`config.mk`:
```
export PLATFORM = sky130hd
export DESIGN_NAME = tdc_fine_encoder
export DESIGN_NICKNAME = d
export VERILOG_FILES = /design/src/rtl/tdc_fine_encoder.sv
export SDC_FILE = /design/constraint.sdc
export NUM_CORES = 2
export LEC_CHECK = 0
export CORE_MARGIN = 5
export CORE_UTILIZATION = 54
export DETAILED_ROUTE_END_ITERATION = 7
export HOLD_SLACK_MARGIN = 0.03
export PLACE_DENSITY = 0.83
export SLEW_MARGIN = 20
export SYNTH_ARGS = -nofsm -noshare
export SYNTH_HDL_FRONTEND = slang
export SYNTH_SLANG_ARGS = --single-unit
export TNS_END_PERCENT = 100
```
`constraint.sdc`:
```
create_clock -name clk -period 66.3 [get_ports clk]
set_clock_uncertainty 0.05 [all_clocks]
set_input_delay 13.26 -clock clk [delete_from_list [all_inputs] [get_ports clk]]
set_output_delay 13.26 -clock clk [all_outputs]
set_load 0.02 [all_outputs]
```
`src/rtl/tdc_fine_encoder.sv`:
```
// Fine-time stage: synchronises the delay-chain taps, snapshots a hit, converts
// the thermometer to a binary fine code and sequences the delay-chain clear.
module tdc_fine_encoder #(
  parameter int unsigned TAPS      = 400,
  parameter int unsigned CW        = 9,
  parameter int unsigned SYNC_DP   = 2,
  parameter int unsigned CLR_HOLD  = 4,
  parameter int unsigned STUCK_LIM = 64
) (
  input  logic            clk,
  input  logic            rst,
  input  logic [TAPS-1:0] delay_tap,
  input  logic            mode,
  output logic [CW-1:0]   fine_val,
  output logic            fine_vld,
  output logic            overflow,
  output logic            clr,
  output logic            busy,
  output logic            stuck
);
  localparam int unsigned GW        = 16;
  localparam int unsigned NG        = (TAPS + GW - 1) / GW;
  localparam int unsigned HW        = (CLR_HOLD > 2) ? $clog2(CLR_HOLD) : 1;
  localparam int unsigned HOLD_LAST = (CLR_HOLD > 2) ? CLR_HOLD - 2 : 0;
  localparam int unsigned SW        = $clog2(STUCK_LIM + 1);

  // ENC1/ENC2 are carried by the pv shift register, not the state register,
  // so the clear sequence can run alongside the encode.
  typedef enum logic [2:0] {IDLE, CAPTURE, ENC1, ENC2, CLEAR, WAIT_LOW} state_t;

  state_t            state;
  logic [TAPS-1:0]   sync_q [SYNC_DP];
  logic [TAPS-1:0]   s;
  logic [TAPS-1:0]   snap;
  logic [NG*GW-1:0]  snap_pad;
  logic              mode_q, m1, cap;
  logic [HW-1:0]     hold_cnt;
  logic [SW-1:0]     stuck_cnt;
  logic [2:0]        pv;
  logic [4:0]        grp   [NG];
  logic [4:0]        grp_q [NG];
  logic [TAPS:0]     first_zero, fz_q;
  logic [CW-1:0]     sum, idx, enc_q;

  always_ff @(posedge clk or posedge rst) begin
    if (rst) begin
      for (int unsigned i = 0; i < SYNC_DP; i++) sync_q[i] <= '0;
    end else begin
      sync_q[0] <= delay_tap;
      for (int unsigned i = 1; i < SYNC_DP; i++) sync_q[i] <= sync_q[i-1];
    end
  end

  assign s        = sync_q[SYNC_DP-1];
  assign cap      = (state == IDLE) && s[0];
  assign snap_pad = (NG*GW)'(snap);

  // Stage-1 combinational: 16-bit partial popcounts and one-hot first zero
  // (bit TAPS of first_zero marks an all-ones snapshot).
  always_comb begin
    logic run;
    run = 1'b1;
    first_zero = '0;
    for (int unsigned g = 0; g < NG; g++) begin
      grp[g] = '0;
      for (int unsigned b = 0; b < GW; b++)
        grp[g] = grp[g] + 5'(snap_pad[g*GW+b]);
    end
    for (int unsigned i = 0; i < TAPS; i++) begin
      first_zero[i] = run & ~snap[i];
      run = run & snap[i];
    end
    first_zero[TAPS] = run;
  end

  always_comb begin
    sum = '0;
    idx = '0;
    for (int unsigned g = 0; g < NG; g++) sum = sum + CW'(grp_q[g]);
    for (int unsigned i = 0; i <= TAPS; i++)
      if (fz_q[i]) idx = idx | CW'(i);
  end

  always_ff @(posedge clk or posedge rst) begin
    if (rst) begin
      pv       <= '0;
      fz_q     <= '0;
      m1       <= 1'b0;
      enc_q    <= '0;
      fine_vld <= 1'b0;
      fine_val <= '0;
      overflow <= 1'b0;
      for (int unsigned g = 0; g < NG; g++) grp_q[g] <= '0;
    end else begin
      pv <= {pv[1:0], cap};
      if (pv[0]) begin
        for (int unsigned g = 0; g < NG; g++) grp_q[g] <= grp[g];
        fz_q <= first_zero;
        m1   <= mode_q;
      end
      if (pv[1]) enc_q <= m1 ? idx : sum;
      fine_vld <= pv[2];
      if (pv[2]) begin
        fine_val <= enc_q;
        overflow <= (enc_q == CW'(TAPS));
      end
    end
  end

  // CLEAR covers CLR_HOLD-1 cycles; the mandatory WAIT_LOW cycle completes the hold.
  always_ff @(posedge clk or posedge rst) begin
    if (rst) begin
      state    <= IDLE;
      snap     <= '0;
      mode_q   <= 1'b0;
      clr      <= 1'b0;
      busy     <= 1'b0;
      hold_cnt <= '0;
    end else begin
      case (state)
        IDLE: if (s[0]) begin
          snap   <= s;
          mode_q <= mode;
          busy   <= 1'b1;
          state  <= CAPTURE;
        end
        CAPTURE: begin
          clr      <= 1'b1;
          hold_cnt <= '0;
          state    <= (CLR_HOLD > 1) ? CLEAR : WAIT_LOW;
        end
        CLEAR: begin
          hold_cnt <= hold_cnt + HW'(1);
          if (hold_cnt == HW'(HOLD_LAST)) state <= WAIT_LOW;
        end
        WAIT_LOW: if (!s[0]) begin
          clr   <= 1'b0;
          busy  <= 1'b0;
          state <= IDLE;
        end
        default: state <= IDLE;
      endcase
    end
  end

  always_ff @(posedge clk or posedge rst) begin
    if (rst) begin
      stuck_cnt <= '0;
      stuck     <= 1'b0;
    end else if (!clr) begin
      stuck_cnt <= '0;
    end else begin
      if (stuck_cnt != SW'(STUCK_LIM)) stuck_cnt <= stuck_cnt + SW'(1);
      if (stuck_cnt >= SW'(STUCK_LIM - 1) && s[0]) stuck <= 1'b1;
    end
  end

endmodule

```
Word-level counts from Yosys, hierarchy flattened:

Index checks and enable logic that the tools add are counted.

* add/subtract/negate cells: 401
* $lt $le $gt $ge: 1
* equality and inequality tests: 11
* multiplexer cells: 424
* bitwise gates (word level): 1198
* reductions and logical operators: 11

Operator list (count)
* 5-bit by 1-bit adder with 5-bit output: 275
* 9-bit two-way mux: 146
* 8-bit two-way mux: 128
* 400-bit two-way mux: 2
* 1-bit bitwise AND: 798
* 7-bit two-way mux: 67
* 1-bit inverter: 400
* 6-bit two-way mux: 32
* 9-bit by 5-bit adder with 9-bit output: 20
* 4-bit by 1-bit adder with 5-bit output: 25
* 3-bit by 1-bit adder with 4-bit output: 25
* 5-bit two-way mux: 16
* 2-bit by 1-bit adder with 3-bit output: 25
* 1-bit by 1-bit adder with 2-bit output: 25
* 4-bit two-way mux: 8
* 3-bit two-way mux: 10
* 3-bit case mux with 4 select lines: 1
* 8-bit by 5-bit adder with 9-bit output: 1
* 9-bit equality test (second input constant): 1
* 1-bit two-way mux: 9
* 7-bit by 5-bit adder with 8-bit output: 1
* 6-bit by 5-bit adder with 7-bit output: 1
* 7-bit by 1-bit adder with 7-bit output (second input constant): 1
* 7-bit by 6-bit greater-or-equal comparator with 1-bit output (second input constant): 1
* other kinds (16): 28

* bits in registers: 1766
* input port bits: 403
* output and inout bits: 14
* word-level logic and storage cells: 2088

Logic depth before layout (Yosys ltp):

* depth in word-level cells: 401
* depth in mapped cells: 20
* depth with buffers taken out: 20

Least setup slack after synthesis:

OpenSTA, ideal clock, no wires.

* kind: flip-flop to output port
* start point: register clr
* end point: output port clr
* data arrival time: 0.495 ns
* required time: 52.990 ns
* slack: 52.495 ns
* stages on the path, launching flop included: 1
* path buffers: 0
* path through: dfrtp_1

RTL lines
* from (decl): line 17 `output logic clr,`
* from (signal assigned): line 116 `clr <= 1'b0;`
* from (signal assigned): line 128 `clr <= 1'b1;`
* from (signal assigned): line 137 `clr <= 1'b0;`

No word-level cell between the ends.

==> metrics list <==
- In the final design database the tool counted 7770 nets.
- Element type at the critical path start: input pin
* Horiz. Die Dim: 386 um
* Clock latency of the later-clocked register in the worst-skew pair: 0.82 ns
- For this run, the leading register cell type out of synthesis is sky130_fd_sc_hd__dfrtp_1.
* Die Ht: 386 um
* Number of top-level pins: 417
* Count of unresolved DRC violations after routing: 0
- R2r endpoint: enc_q[6]$_DFFE_PP0P_
- Post-CTS Setup Repair Bufs: 0
- The final route contains 57.6k vias.
- Initial antenna violation count: 29
- DRC marker count from the first detailed-route iteration: 8097
- Crit path capture type: async pin
- The finished layout holds 8889 standard cells, fillers aside.
- The smallest clock period supported by the final layout is computed as 16.92 ns.
* Max Transition Viols Final: 0
* Total number of placement rows: 137
* Via count of the first global-routing pass: 58.9k
* Router iterations before antenna repair: 6
- Placed standard-cell area: 83300 um^2
- At the end of routability-driven placement, the weighted congestion stood at 1.09.
* Arr. time, crit path: 17.68 ns
* Total grt overflow: 0
- Final setup violation count: 0
- End of the critical path: s[275]$_DFF_PP0_
* Total half-perimeter wirelength after legalization and detailed placement: 237000 um
* Clock H-tree levels: 4
- Number of filler instances in the final layout: 10.2k
- The clock net in this run drives a total of 1764 sinks.
- Proportion of layout cells with a drive suffix above 1: 11.2%
- TritonCTS built the clock tree.
- The critical path is of the in2async type.
- The tree is rooted in a sky130_fd_sc_hd__clkbuf_16.
- Total count of hold-check failures in the final report: 0
- In this run, synthesis inferred 0 flip-flops with an integrated enable.
- Dividing the detail-routed wire length by the instance count gives 34.6 um.
- F_max: 59.1 MHz
- Fraction of registers with async set/reset: 100%
- Synth-to-Final Area Change: 17.3%
- Reg-to-reg startpoint: grp_q[62]$_DFFE_PP0P_
- Reg2Reg Depth: 19
* Maximum single-stage delay on the critical path: 0.82 ns
- Nets in the synthesized netlist: 7230
* RSZ-0062 raised after global routing: false
* Setup TNS Final: 0 ns
* Initial Utilization: 54.5%
* Maximum root-to-sink buffer count: 3
- The most critical setup path has its startpoint at rst.
* Number of cells produced by synthesis: 6309
- Number of maximum-capacitance violations: 0
- Total standard cell area after synthesis: 76300 um^2
* Share of the clock period used by the worst path: 25.5%
- Overall Global Routing Usage: 41.7%
- CP Buf/Inv Count: 7
- Cell type group with the largest total delay on the critical path: buffers and inverters
* Worst hold path class: reg2reg
- Run status: completed
* Layout Utilization: 63.9%
- Number of buffers inserted by hold repair at cts: 0
- After detailed routing, the total wire length is 307000 um.
* Sequential fraction of the synthesis area: 57.9%
* Quantity of gates resized following cts: 0
* Top cell by count, worst path: sky130_fd_sc_hd__buf_4
* Post-Synthesis Mean Instance Area: 12.1 um^2
* Maximum number of pins on one net before global-route repair: 203
* Number of warnings issued by yosys: 0
- Clock tree synthesis inserted a total of 175 buffers.
- The netlist uses 58 different library cells.
* Global-route wire length before repair: 434000 um
- Post-route design area: 89400 um^2
- Critical path depth: 7
- At the pin with the least slew margin, the transition time is 1.38 ns.
- Clock-pin slew was measured on the worst setup and hold paths at 0.07 ns.
* Required time of the worst setup path: 67.06 ns
- Once detail routing completed, the nets flagged for antenna violations numbered 0.
- FF-to-FF setup slack: 59.65 ns
- Headroom to the max-slew limit came out at 7.09%.
- Die area: 149000 um^2
- Max stage delay cell, worst path: sky130_fd_sc_hd__buf_4
- Total placed cells including tap cells: 8544
* Number of vias per cell: 6.48
- The count of buffers added on input and output ports is 416.
- The region available for standard cell placement spans 140000 um^2.
* Critical path, cell by cell: clkdlybuf4s50_1 -> inv_8 -> buf_16 -> buf_4 -> buf_4 -> buf_4 -> buf_4
* Number of register bits inferred by synthesis: 1764
- Maximum net fanout on the critical path: 107
==> worst min path at each step <==
stage | startpoint | end | depth (start not counted)
6_report | sync_q[663]$_DFF_PP0_ | s[263]$_DFF_PP0_ | 0
3_3_place_gp | sync_q[588]$_DFF_PP0_ | s[188]$_DFF_PP0_ | 0
4_1_cts | sync_q[583]$_DFF_PP0_ | s[183]$_DFF_PP0_ | 0
5_1_grt | sync_q[573]$_DFF_PP0_ | s[173]$_DFF_PP0_ | 0
2_1_floorplan | sync_q[400]$_DFF_PP0_ | s[0]$_DFF_PP0_ | 0
3_5_place_dp | sync_q[570]$_DFF_PP0_ | s[170]$_DFF_PP0_ | 0
==> final cells by class <==
| cell class | instances | area, um^2 | area share, % |
|---|---|---|---|
| Multi-Input combinational cell | 3635 | 28900 | 32.3 |
| Tap cell | 1876 | 2350 | 2.62 |
| Clock buffer | 240 | 4960 | 5.54 |
| Timing Repair Buffer | 545 | 5260 | 5.88 |
| Sequential cell | 1764 | 44100 | 49.4 |
| Inverter | 728 | 2750 | 3.07 |
| Clock inverter | 81 | 1010 | 1.13 |
| Antenna cell | 20 | 50.0 | 0.0560 |
==> stage by stage <==
step / hold WS (ns) / setup WS (ns)
floorplan: 0.281 / 3.19
global placement: 0.282 / 48.47
detailed placement: 0.285 / 48.31
CTS: 0.294 / 49.16
global route: 0.297 / 48.64
finish: 0.291 / 49.38
==> cells in the mapped netlist, drive strengths merged, types with 25 or more instances <==
master / number / area [um^2]
o32ai: 31 / 272
nand4: 290 / 1840
nor4: 293 / 1930
mux2: 290 / 3270
nor2b: 38 / 238
clkbuf: 158 / 593
a21o: 34 / 255
nor2: 201 / 754
or4: 36 / 282
nand2b: 30 / 188
o31ai: 85 / 638
nor3: 168 / 841
dfrtp: 1764 / 44100
and3: 25 / 156
ha: 158 / 1980
nand3: 209 / 1050
fa: 360 / 7210
a21oi: 55 / 275
o2bb2ai: 179 / 1570
xnor2: 58 / 508
nand4b: 34 / 298
nand2: 570 / 2140
or3: 35 / 219
o211ai: 25 / 188
inv: 728 / 2730
o21ai: 292 / 1460
==> flip-flops by register name, summed over array words and instances, names as in the netlist, 2 cells and up <==
name       flops
fz_q         400
fine_val       9
s            400
stuck_cnt      7
pv             3
snap         400
sync_q       400
hold_cnt       2
state          2
grp_q        125
enc_q          9
==> worst reg2reg max path: cells and delay by family (launching register included) <==
family / cells / cell delay [ns]
AOI/OAI and AO/OA: 3 / 0.74
muxes: 1 / 0.23
adders and majority gates: 9 / 4.60
and+or+nand+nor: 1 / 0.07
DFF: 1 / 0.34
xor gates and xnor gates: 1 / 0.20
buffers and inverters: 4 / 0.37
==> metal layers <==
layer / share of wire [%] / track usage, %
met5: 0.069 / 0.694
met4: 6.1 / 20.7
met3: 12 / 13.0
met2: 44 / 62.1
met1: 38 / 55.8
==> kinds of logic (layout without fill, tap and decap cells) <==
group / count (synthesis) / count (layout) / synth area share [%]
buffers and inverters: 910 / 1594 / 4.50
flip-flops: 1764 / 1764 / 57.9
other: 0 / 20 / 0
XOR/XNOR: 61 / 61 / 0.701
adder cells (fa/ha/maj): 518 / 518 / 12.0
AND/OR/NAND/NOR: 2007 / 2007 / 13.8
multiplexers: 290 / 290 / 4.28
AO/OA/AOI/OAI: 759 / 759 / 6.76
==> cell usage in the layout, fill, tap and decap left out, types with 35 or more instances in the layout <==
cell	instances
sky130_fd_sc_hd__inv_1	726
sky130_fd_sc_hd__clkdlybuf4s50_1	416
sky130_fd_sc_hd__mux2_2	290
sky130_fd_sc_hd__a21oi_1	55
sky130_fd_sc_hd__o31ai_1	85
sky130_fd_sc_hd__fa_1	360
sky130_fd_sc_hd__nand2_1	570
sky130_fd_sc_hd__clkbuf_1	36
sky130_fd_sc_hd__nor4_1	253
sky130_fd_sc_hd__nor3_1	160
sky130_fd_sc_hd__nor2_1	201
sky130_fd_sc_hd__o2bb2ai_1	179
sky130_fd_sc_hd__nor4_2	35
sky130_fd_sc_hd__nand4_1	286
sky130_fd_sc_hd__buf_4	116
sky130_fd_sc_hd__o21ai_0	291
sky130_fd_sc_hd__ha_1	158
sky130_fd_sc_hd__nand3_1	207
sky130_fd_sc_hd__nor2b_1	38
sky130_fd_sc_hd__xnor2_1	58
sky130_fd_sc_hd__or3_1	35
sky130_fd_sc_hd__clkbuf_16	179
sky130_fd_sc_hd__dfrtp_1	1763
Power is left out: the tool's default activity adds up to more than one toggle a clock period on the data nets, which glitch-free logic cannot reach.
